**src/rtl/mem_port_arbiter.sv**
```systemverilog
// Purpose : shares one unified memory port between instruction fetch (IF) and load/store (LS).
// Latency : grant in cycle N, memory access N+1..N+MEM_LAT, rvalid pulse in N+MEM_LAT+1.
// Backpr. : requesters hold req until gnt; grants only issued while IDLE (busy=0).
//
// Ports:
//   clk_i, rst                   clock, asynchronous active-low reset
//   if_req/if_addr -> if_gnt     fetch request/accept; if_rvalid/if_rdata fetch response
//   ls_req/ls_we/ls_mode/ls_addr/ls_wdata -> ls_gnt   load/store request/accept
//   ls_rvalid/ls_rdata           load/store completion (rdata 0 for stores)
//   busy                         arbiter not idle
//   mem_re/mem_we/mem_mode/mem_addr/mem_wdata/mem_rdata   unified memory port
module mem_port_arbiter #(
    parameter int MEM_LAT    = 2,
    parameter int MAX_STREAK = 3,
    parameter int STREAK_W   = 2
) (
    input  logic        clk_i,
    input  logic        rst,
    input  logic        if_req,
    input  logic [31:0] if_addr,
    output logic        if_gnt,
    output logic        if_rvalid,
    output logic [31:0] if_rdata,
    input  logic        ls_req,
    input  logic        ls_we,
    input  logic [2:0]  ls_mode,
    input  logic [31:0] ls_addr,
    input  logic [31:0] ls_wdata,
    output logic        ls_gnt,
    output logic        ls_rvalid,
    output logic [31:0] ls_rdata,
    output logic        busy,
    output logic        mem_re,
    output logic        mem_we,
    output logic [2:0]  mem_mode,
    output logic [31:0] mem_addr,
    output logic [31:0] mem_wdata,
    input  logic [31:0] mem_rdata
);

    localparam int CNT_W = (MEM_LAT > 1) ? $clog2(MEM_LAT) : 1;

    typedef enum logic [1:0] {
        S_IDLE   = 2'd0,
        S_ACCESS = 2'd1,
        S_RESP   = 2'd2
    } state_t;

    state_t               r_state;
    state_t               w_state_nxt;
    logic                 r_owner_ls;
    logic                 r_we;
    logic [CNT_W-1:0]     r_cnt;
    logic [STREAK_W-1:0]  r_streak;
    logic [31:0]          r_addr;
    logic [31:0]          r_wdata;
    logic [2:0]           r_mode;
    logic [31:0]          r_if_rdata;
    logic [31:0]          r_ls_rdata;

    logic w_idle;
    logic w_streak_full;
    logic w_gnt_if;
    logic w_gnt_ls;
    logic w_last;

    // Grants are gated by rst so that every output reads 0 while reset is held.
    assign w_idle        = (r_state == S_IDLE);
    assign w_streak_full = (r_streak == STREAK_W'(MAX_STREAK));
    assign w_gnt_if      = rst & w_idle & if_req & (~ls_req | w_streak_full);
    assign w_gnt_ls      = rst & w_idle & ls_req & ~w_gnt_if;
    assign w_last        = (r_state == S_ACCESS) && (r_cnt == '0);

    // State register
    always_ff @(posedge clk_i or negedge rst) begin
        if (!rst) begin
            r_state <= S_IDLE;
        end else begin
            r_state <= w_state_nxt;
        end
    end

    // Next-state logic
    always_comb begin
        w_state_nxt = r_state;
        case (r_state)
            S_IDLE:   if (w_gnt_if || w_gnt_ls) w_state_nxt = S_ACCESS;
            S_ACCESS: if (w_last) w_state_nxt = S_RESP;
            S_RESP:   w_state_nxt = S_IDLE;
            default:  w_state_nxt = S_IDLE;
        endcase
    end

    // Access registers, latency counter, starvation streak and response data
    always_ff @(posedge clk_i or negedge rst) begin
        if (!rst) begin
            r_owner_ls <= 1'b0;
            r_we       <= 1'b0;
            r_cnt      <= '0;
            r_streak   <= '0;
            r_addr     <= '0;
            r_wdata    <= '0;
            r_mode     <= '0;
            r_if_rdata <= '0;
            r_ls_rdata <= '0;
        end else if (w_gnt_if || w_gnt_ls) begin
            r_owner_ls <= w_gnt_ls;
            r_addr     <= w_gnt_ls ? ls_addr  : if_addr;
            r_mode     <= w_gnt_ls ? ls_mode  : 3'b010;
            r_wdata    <= w_gnt_ls ? ls_wdata : 32'd0;
            r_we       <= w_gnt_ls & ls_we;
            r_cnt      <= CNT_W'(MEM_LAT - 1);
            // Streak only grows while IF is actually waiting behind LS.
            if (w_gnt_if || !if_req) begin
                r_streak <= '0;
            end else if (!w_streak_full) begin
                r_streak <= r_streak + STREAK_W'(1);
            end
        end else if (r_state == S_ACCESS) begin
            if (w_last) begin
                if (r_owner_ls) begin
                    r_ls_rdata <= r_we ? 32'd0 : mem_rdata;
                end else begin
                    r_if_rdata <= mem_rdata;
                end
            end else begin
                r_cnt <= r_cnt - CNT_W'(1);
            end
        end
    end

    // Output logic
    always_comb begin
        if_gnt    = w_gnt_if;
        ls_gnt    = w_gnt_ls;
        busy      = ~w_idle;
        mem_re    = (r_state == S_ACCESS) & ~r_we;
        mem_we    = (r_state == S_ACCESS) &  r_we;
        mem_mode  = r_mode;
        mem_addr  = r_addr;
        mem_wdata = r_wdata;
        if_rvalid = (r_state == S_RESP) & ~r_owner_ls;
        ls_rvalid = (r_state == S_RESP) &  r_owner_ls;
        if_rdata  = r_if_rdata;
        ls_rdata  = r_ls_rdata;
    end

endmodule

```
**config.mk**
```make
export PLATFORM = sky130hd
export DESIGN_NAME = mem_port_arbiter
export DESIGN_NICKNAME = d
export VERILOG_FILES = /design/src/rtl/mem_port_arbiter.sv
export SDC_FILE = /design/constraint.sdc
export NUM_CORES = 1
export LEC_CHECK = 0
export BUFFER_PORTS_ARGS = -buffer_cell sky130_fd_sc_hd__buf_2
export CELL_PAD_IN_SITES_DETAIL_PLACEMENT = 1
export CELL_PAD_IN_SITES_GLOBAL_PLACEMENT = 2
export CORE_MARGIN = 2
export CORE_UTILIZATION = 29
export CTS_BUF_LIST = sky130_fd_sc_hd__clkbuf_8
export DETAILED_ROUTE_END_ITERATION = 10
export PLACE_DENSITY = 0.88
export SLEW_MARGIN = 10
export SYNTH_ARGS = -nofsm -noshare
export SYNTH_HDL_FRONTEND = slang
export SYNTH_SLANG_ARGS = --single-unit
```
**constraint.sdc**
```tcl
create_clock -name clk_i -period 1.9 [get_ports clk_i]
set_input_delay 0.285 -clock clk_i [delete_from_list [all_inputs] [get_ports clk_i]]
set_output_delay 0.285 -clock clk_i [all_outputs]
set_load 0.01 [all_outputs]
```
# Yosys cells after proc, flatten, opt, wreduce, memory -nomap -nowiden
# Cells that the tools add are included.
[word_totals]
register_bits = 138
output_inout_bits = 138
in_bits = 136
wordCells = 60
[classes]
reduce_logical = 11
n_bitwise = 18
addsub = 2
n_eq_ne = 7
muxes = 12
[op_table]
columns = ["operator", "n"]
rows = [
  ["2-to-1 mux 32 bit", 3],
  ["AND 1 bit", 10],
  ["2-to-1 mux 2 bit", 4],
  ["AND reduction 4 bit", 2],
  ["inverter 1 bit", 7],
  ["!= test 2 x 1 -> 1 bit, second input constant", 3],
  ["AND reduction 2 bit", 3],
  ["== test 2 bit, second input constant", 2],
  ["one-hot mux 2 bit (2 select lines)", 1],
  ["2-to-1 mux 1 bit", 3],
  ["2-to-1 mux 3 bit", 1],
  ["adder 2 x 1 -> 2 bit, second input constant", 1],
  ["== test 2 x 1 -> 1 bit, second input constant", 1],
  ["zero test 2 bit", 1],
  ["logical OR 1 bit", 2],
  ["!= test 2 bit, second input constant", 1],
  ["nonzero test 2 bit", 1],
  ["logical AND 1 bit", 1],
  ["zero test 1 bit", 1],
  ["OR 1 bit", 1],
  ["subtractor 1 bit, second input constant", 1],
]

# Depth between registers and ports, before layout
# Gate-level depths: netlist of run 1.
[logic_depth]
depth_word = 9
depth_mapped = 6
depth_no_buf = 4

# Least setup slack after synthesis of run 1
# No wires, ideal clock.
[synth_timing]
path_kind = "register to register"
from = "register r_streak[0]"
to = "register r_addr[10], in the netlist mem_addr[10]"
arrival_ns = 1.408
setup_ns = 0.126
n_path_buf = 2
required_time_ns = 1.774
setup_slack_ns = 0.366
stages_incl_launch_ff = 7
period_less_slack_ns = 1.534
cell_sequence = "dfrtp_1 -> ha_1 -> nor2b_1 -> buf_2 -> clkbuf_1 -> nor3b_1 -> a221o_1"
[synth_between]
elab_chain_cells = 6
word_cells_on_any_way = 7
cone_classes = "eq/ne: 1; mux: 1; bitwise: 4; reduce/logical: 1"
[synth_rtl]
columns = ["element", "line", "source"]
rows = [
  ["from (decl)", "54", "logic [STREAK_W-1:0] r_streak;"],
  ["from (signal assigned)", "117", "r_streak <= r_streak + STREAK_W'(1);"],
  ["== test 2 bit *", "69", "assign w_streak_full = (r_streak == STREAK_W'(MAX_STREAK));"],
  ["OR 1 bit *", "70", "assign w_gnt_if = rst & w_idle & if_req & (~ls_req | w_streak_full);"],
  ["AND 1 bit *", "70", ""],
  ["inverter 1 bit", "71", "assign w_gnt_ls = rst & w_idle & ls_req & ~w_gnt_if;"],
  ["AND 1 bit", "71", ""],
  ["2-to-1 mux 32 bit / logical OR 1 bit (equally long branches)", "108, 106", ""],
  ["to (signal assigned)", "108", "r_addr <= w_gnt_ls ? ls_addr : if_addr;"],
  ["to (decl)", "55", "logic [31:0] r_addr;"],
]
# Every way passes the cells marked *; elsewhere a longest branch is shown, timed or not.
# A chain may end at the register's enable or synchronous reset.

# Worst setup path after layout of run 1
[layout_timing]
from = "register r_state[1]"
to = "output if_gnt"
[layout_between]
elab_chain_cells = 4
[layout_rtl]
columns = ["element", "line", "source"]
rows = [
  ["from (decl)", "49", "state_t r_state;"],
  ["from (signal assigned)", "79", "r_state <= w_state_nxt;"],
  ["zero test 2 bit", "68", "assign w_idle = (r_state == S_IDLE);"],
  ["AND 1 bit (3 in series)", "70", ""],
  ["to (decl)", "21", "output logic if_gnt,"],
]
# No other way between the ends.

==> results of run 1 <==
## Yosys cell counts
library cell / number / area, sq um
dfrtp_1: 138 / 3453
nand2_1: 67 / 251.5
a22o_1: 36 / 315.3
nor3b_1: 33 / 247.7
o21ai_0: 33 / 165.2
a221o_1: 32 / 320.3
mux2_2: 31 / 349.1
clkbuf_1: 18 / 67.56
buf_2: 10 / 50.05
buf_6: 8 / 90.09
inv_1: 4 / 15.01
nor2_1: 4 / 15.01
and3_1: 2 / 12.51
mux2_1: 2 / 22.52
nand4bb_1: 2 / 22.52
a21o_1: 1 / 7.510
a22oi_1: 1 / 7.510
and3b_1: 1 / 8.760
ha_1: 1 / 12.51
nand2b_2: 1 / 8.760
nor2b_1: 1 / 6.260
nor3_4: 1 / 16.27
nor3b_2: 1 / 12.51
o21ai_2: 1 / 8.760
or2_2: 1 / 6.260
## cell families (layout without fill, tap and decap cells)
| family | count (synthesis) | in the layout | synth area share, % |
|---|---|---|---|
| compound gates | 104 | 104 | 15.01 |
| fa+ha+maj | 1 | 1 | 0.2278 |
| buf+inv | 40 | 341 | 4.055 |
| flops | 138 | 138 | 62.87 |
| mux | 33 | 33 | 6.765 |
| simple gates | 114 | 114 | 11.07 |
## power groups by stage
stage / registers [mW] / logic, mW / clock network [mW]
3_5_place_dp: 5.16 / 4.89 / 0
6_report: 5.15 / 5.04 / 2.65
4_1_cts: 5.15 / 4.96 / 2.72
5_1_grt: 5.33 / 5.49 / 2.86
2_1_floorplan: 5.67 / 2.07 / 0
3_3_place_gp: 5.11 / 4.69 / 0
## flip-flops by register name, indices dropped and copies added (netlist names), 2 cells and up
| register | flops |
|---|---|
| if_rdata | 32 |
| mem_mode | 3 |
| r_streak | 2 |
| mem_addr | 32 |
| ls_rdata | 32 |
| mem_wdata | 32 |
| r_state | 2 |
## final cells by class
class	count	share of cell area (%)
repair buffers	305	22.26
well taps	234	3.751
clock buffers	19	3.350
flip-flops and latches	138	44.27
inverters	4	0.1923
clock inverters	13	2.260
multi-input cells	252	23.91
## critical path, stage by stage, from the launching register on
cell       delay [ps]
dfrtp_2           460
nand4bb_4         270
buf_12            160
nor2_1             70
buf_2             130
## per-layer routing
layer	GRT usage (%)	vias to the layer above	share of wire [%]
li1	-	2135	-
met1	21.52	2330	42
met2	27.95	204	48
met3	5.569	23	7.4
met4	5.211	0	1.6
met5	0	-	0
## per-stage QoR
stage | instance area [sq um] | TNS (ps) | hold slack [ps]
2_1_floorplan | 5493 | 0 | -10.59
3_3_place_gp | 7107 | 0 | 389.9
3_5_place_dp | 7107 | 0 | 416.5
4_1_cts | 7632 | 0 | 28.09
5_1_grt | 7806 | -9.237 | 29.72
6_report | 7806 | 0 | 72.18
## placed cells by master (no fill, tap or decap), drive strengths merged
cell type	synthesis	final
a21o	1	1
a221o	32	32
a22o	36	36
a22oi	1	1
and3	2	2
and3b	1	1
buf	18	301
bufbuf	0	1
bufinv	0	4
clkbuf	18	21
clkinv	0	6
clkinvlp	0	1
dfrtp	138	138
dlygate4sd3	0	1
ha	1	1
inv	4	6
mux2	33	33
nand2	67	67
nand2b	1	1
nand4bb	2	2
nor2	4	4
nor2b	1	1
nor3	1	1
nor3b	34	34
o21ai	34	34
or2	1	1
## worst max path at each step
stage                     start             to  slack (ps)  cells past startpoint
floorplan           r_streak[0]   mem_addr[10]         370                      6
global placement     r_state[1]   if_rdata[10]         310                      4
detailed placement   r_state[0]  mem_wdata[21]         240                      4
CTS                 r_streak[0]         if_gnt          10                      5
global route         r_state[1]         if_gnt          -9                      4
finish               r_state[1]         if_gnt          90                      4
## repair_timing
item | in CTS | in global routing
gates resized for setup | 6 | 4
setup endpoints to repair | 2 | 2
endpoints found under the hold margin | 84 | 0
setup buffers | 3 | 13
hold buffers | 1 | 0
pin swaps | 1 | 1
cloned | 1 | 2
==> summary.txt, run 1 <==
Run status
  – Status: completed

Flow run
  – Max-cap violation count: 0

Cells and area
  – Synth-to-Final Area Change: 42.12%
  – Layout cells sized above 1: 51.57%
  – FF/Latch Area: 0.003456 sq mm
  – Nets@finish: 855
  – N_diodes: 0
  – Final core occ: 41.87%
  – Multi-input gate area: 0.001867 sq mm
  – Fin cells: 965
  – # fillers: 2141

Timing
  – Worst-Margin Slew: 695.7 ps
  – Fmax: 553.8 MHz
  – Fin. Hold Viols: 0
  – Worst slew margin: 53.62%
  – Fin. max-slew vios: 0
  – Period utilisation layout: 95.03%
  – Final setup skew: 19.18 ps
  – Fin worst setup slack: 94.35 ps
  – Final setup violation count: 0
  – Period minus WS final: 1806 ps

Clock network
  – CTS sink count: 138
  – Worst skew pair latency: 440 ps
  – CTS tree: built
  – Longest Clk Path Bufs: 2
  – H-tree depth: 4
  – Clk slew on worst S/H paths: 80 ps
  – CTS Buf Count: 17
  – Clock Root Buffer: clkbuf_8

Die
  – Die Ht: 141.6 um
  – Core ar.: 0.01864 sq mm
  – I/O Pins: 274
  – Num rows: 50
  – Chip Width: 141.6 um
  – DIE AREA: 0.02006 sq mm
  – Initial Util: 29.46%

Worst hold path
  – Worst hold path class: input pin to flip-flop
  – Worst Hold Depth: 2
  – Worst hold endpoint: mem_wdata[27]
  – HP Start: ls_wdata[27]

Synthesis
  – Syn nets: 567
  – Register area share after synthesis: 62.87%
  – Syn Area/Cell: 12.77 sq um
  – Synth unique cells: 25
  – Ys Warns: 0
  – #FFs+latches synth: 138
  – Cells after Synth: 430
  – Post-synth design cell area: 0.005493 sq mm

Global routing
  – Total gr overflow: 0
  – Initial antenna violation count: 0
  – First-pass GRT wire length: 26.67 mm
  – Largest net degree at the start of global routing: 74
  – Global Route Usage Sum: 17.05%
  – Vias in the first global route: 4917

Critical path
  – Startpoint Class: flip-flop
  – Critical Path RT: 1620 ps
  – Critical R2R Launch: r_state[1]
  – Reg2Reg Setup Slack: 190 ps
  – WS Path Type: flip-flop to output pin
  – Worst reg2reg endpoint: mem_addr[25]
  – Critical path peak fanout: 7
  – WP data arrival: 1520 ps
  – FF-to-FF path depth: 7
  – Crit end category: output pin

Placed design
  – Input/output buffers: 273
  – Detailed placement HPWL: 12.39 mm
  – Placer's final routability congestion estimate: 0.8204
  – Place WS: 236.7 ps
  – DP Cell Count: 913

Power and ir drop
  – Clk network pwr share: 20.6%
  – Sw Share: 35.95%
  – Cell Pwr Density: 1644 mW/mm^2
  – Total power: 12.84 mW
  – Combinational Power Share: 39.2%
  – Internal power: 8.221 mW
  – Sequential share of power: 40.1%
  – Psw: 4.615 mW
  – P_leak: 4.046 nW
  – Maximum vdd drop: 0.0004899 V

Route
  – Remaining DRCs: 0
  – Vias post-DR: 4692
  – Drt pass-1 iters: 4
  – WL per Instance: 18.29 um
  – Post-route ant nets: 0
  – Vias per cell: 4.862
  – Final wirelength: 17.65 mm
  – Starting DRT DRC Count: 126
Power figures use the tool's default switching activity.
==> inputs of run 2 (changes only) <==
--- a/config.mk
+++ b/config.mk
@@ -13,6 +13,8 @@
 export CTS_BUF_LIST = sky130_fd_sc_hd__clkbuf_8
 export DETAILED_ROUTE_END_ITERATION = 10
 export PLACE_DENSITY = 0.88
+export RECOVER_POWER = 50
+export REMOVE_ABC_BUFFERS = 1
 export SLEW_MARGIN = 10
 export SYNTH_ARGS = -nofsm -noshare
 export SYNTH_HDL_FRONTEND = slang
==> summary.txt, run 2 (same netlist as run 1, synthesis figures left out) <==
Worst hold path
  – Worst hold endpoint: mem_wdata[25]
  – Worst hold path class: input pin to flip-flop
  – HP Start: ls_wdata[25]
  – Worst Hold Depth: 2

Timing
  – Final setup violation count: 0
  – Fin. max-slew vios: 0
  – Period utilisation layout: 95.59%
  – Worst hold slack: 61.67 ps
  – Period minus WS final: 1816 ps
  – Final setup skew: 8.082 ps
  – Fmax: 550.6 MHz
  – Fin. Hold Viols: 0
  – Worst slew margin: 18.72%
  – Worst-Margin Slew: 1219 ps

Global routing
  – Global Route Usage Sum: 17.59%
  – M2 GR Usage: 28.87%
  – Grt met3 use: 4.252%
  – Total gr overflow: 0
  – GRT busiest layer: met2
  – Largest net degree at the start of global routing: 139
  – Initial antenna violation count: 1
  – First-pass GRT wire length: 27.34 mm
  – Vias in the first global route: 5018
  – Global routing met1 resource utilization: 22.58%

Critical path
  – WP data arrival: 1530 ps
  – Critical R2R Launch: r_streak[0]
  – Max incr delay on CP: 440 ps
  – Critical Path RT: 1620 ps
  – Reg2Reg Setup Slack: 150 ps
  – Buf+Inv Stages, Crit Path: 2
  – Worst reg2reg endpoint: mem_addr[4]
  – Top delay family on crit path: flip-flops
  – Crit path max-delay cell type: dfrtp_2
  – Startpoint Class: flip-flop
  – Cell chain of the critical path: nand4bb_4, buf_12, nor2_1, buf_2
  – Crit end category: output pin
  – FF-to-FF path depth: 6
  – WS Path Type: flip-flop to output pin
  – Critical path peak fanout: 12

Route
  – Vias post-DR: 4682
  – Drt pass-1 iters: 4
  – Post-route ant nets: 0
  – Vias per cell: 4.857
  – Remaining DRCs: 0
  – Starting DRT DRC Count: 137
  – Final wirelength: 18.23 mm
  – WL per Instance: 18.91 um

Die
  – DIE AREA: 0.02006 sq mm
  – Chip Width: 141.6 um
  – Die Ht: 141.6 um
  – Num rows: 50
  – Initial Util: 29.46%
  – I/O Pins: 274
  – Core ar.: 0.01864 sq mm

Cells and area
  – Fin cells: 964
  – # fillers: 2153
  – Layout cells sized above 1: 42.33%
  – FF/Latch Area: 0.003456 sq mm
  – Synth-to-Final Area Change: 40.02%
  – Multi-input gate area: 0.001861 sq mm
  – Most common cell after layout, fill and taps aside: buf_2
  – Commonest cells after routing, fill and taps aside: buf_2 (203), dfrtp_1 (136), clkbuf_1 (68)
  – N_diodes: 0
  – Nets@finish: 854

Placed design
  – Placer's final routability congestion estimate: 0.7673
  – Input/output buffers: 273
  – Detailed placement HPWL: 12.69 mm
  – DP Cell Count: 914

Power and ir drop
  – Maximum vdd drop: 0.0004538 V
  – Cell Pwr Density: 1630 mW/mm^2
  – P_leak: 3.804 nW

Flow run
  – Max-cap violation count: 0

Clock network
  – Longest Clk Path Bufs: 2
  – CTS sink count: 138
  – Clk slew on worst S/H paths: 80 ps
  – Clock Root Buffer: clkbuf_8
  – H-tree depth: 4
  – Worst skew pair latency: 440 ps
  – CTS Buf Count: 17
  – CTS tree: built

Run status
  – Status: completed
run 2: changes by cell type in the layout (fill, tap and decap cells not counted), sizes merged:
| cell | previous run | this run |
|---|---|---|
| buf | 301 | 232 |
| clkbuf | 21 | 88 |
| clkinv | 6 | 3 |
| inv | 6 | 9 |
| bufinv | 4 | 2 |
| clkinvlp | 1 | 3 |
| bufbuf | 1 | 2 |
run 2: layout make-up:
| class | count | area share [%] |
|---|---|---|
| sequential | 138 | 44.93 |
| multi-input combinational | 252 | 24.19 |
| timing repair buffer | 304 | 21.62 |
| tap | 234 | 3.807 |
| clock buffer | 19 | 3.400 |
| clock inverter | 13 | 1.855 |
| inverter | 4 | 0.1952 |
run 2: stage by stage:
| stage | setup TNS, ps | setup slack [ps] | util [%] | area, sq um | power, mW |
|---|---|---|---|---|---|
| 2_1_floorplan | -49540 | -568.1 | - | 5285 | 7.580 |
| 3_3_place_gp | 0 | 268.9 | 38.36 | 7152 | 9.834 |
| 3_5_place_dp | 0 | 192.6 | 38.36 | 7152 | 10.12 |
| 4_1_cts | 0 | 10.38 | 41.32 | 7704 | 12.80 |
| 5_1_grt | -11.22 | -11.22 | 41.25 | 7691 | 13.37 |
| 6_report | 0 | 83.80 | 41.25 | 7691 | 12.54 |
run 2: how the worst max path moves through the flow:
stage,from,to,cells after the start,slack (ps)
after floorplan,r_state[0],mem_mode[1],3,-570
final,r_state[1],if_gnt,4,80
after global routing,r_state[1],if_gnt,4,-10
after detailed placement,r_streak[1],mem_addr[0],6,190
after CTS,r_state[0],ls_gnt,4,10
after global placement,r_streak[0],mem_addr[1],6,270
run 2: where the power goes:
part	internal [mW]	total, mW	switching [mW]	leakage [nW]
Sequential	4.31	5.16	0.859	1.71
Combinational	2.28	4.93	2.66	1.89
Clock	1.25	2.44	1.19	0.202
run 2: repair_timing:
item,4_1_cts,5_1_grt
pin swaps,2,3
setup buffers,5,10
hold buffers,1,0
endpoints found under the hold margin,103,0
resized for setup,7,1
gates cloned,2,1
endpoints found under the setup margin,2,3
run 2: layer usage:
metal / wire [um] / vias up
met5: 13 / -
met4: 328 / 2
met3: 1282 / 27
met2: 8620 / 219
met1: 7987 / 2303
li1: - / 2131
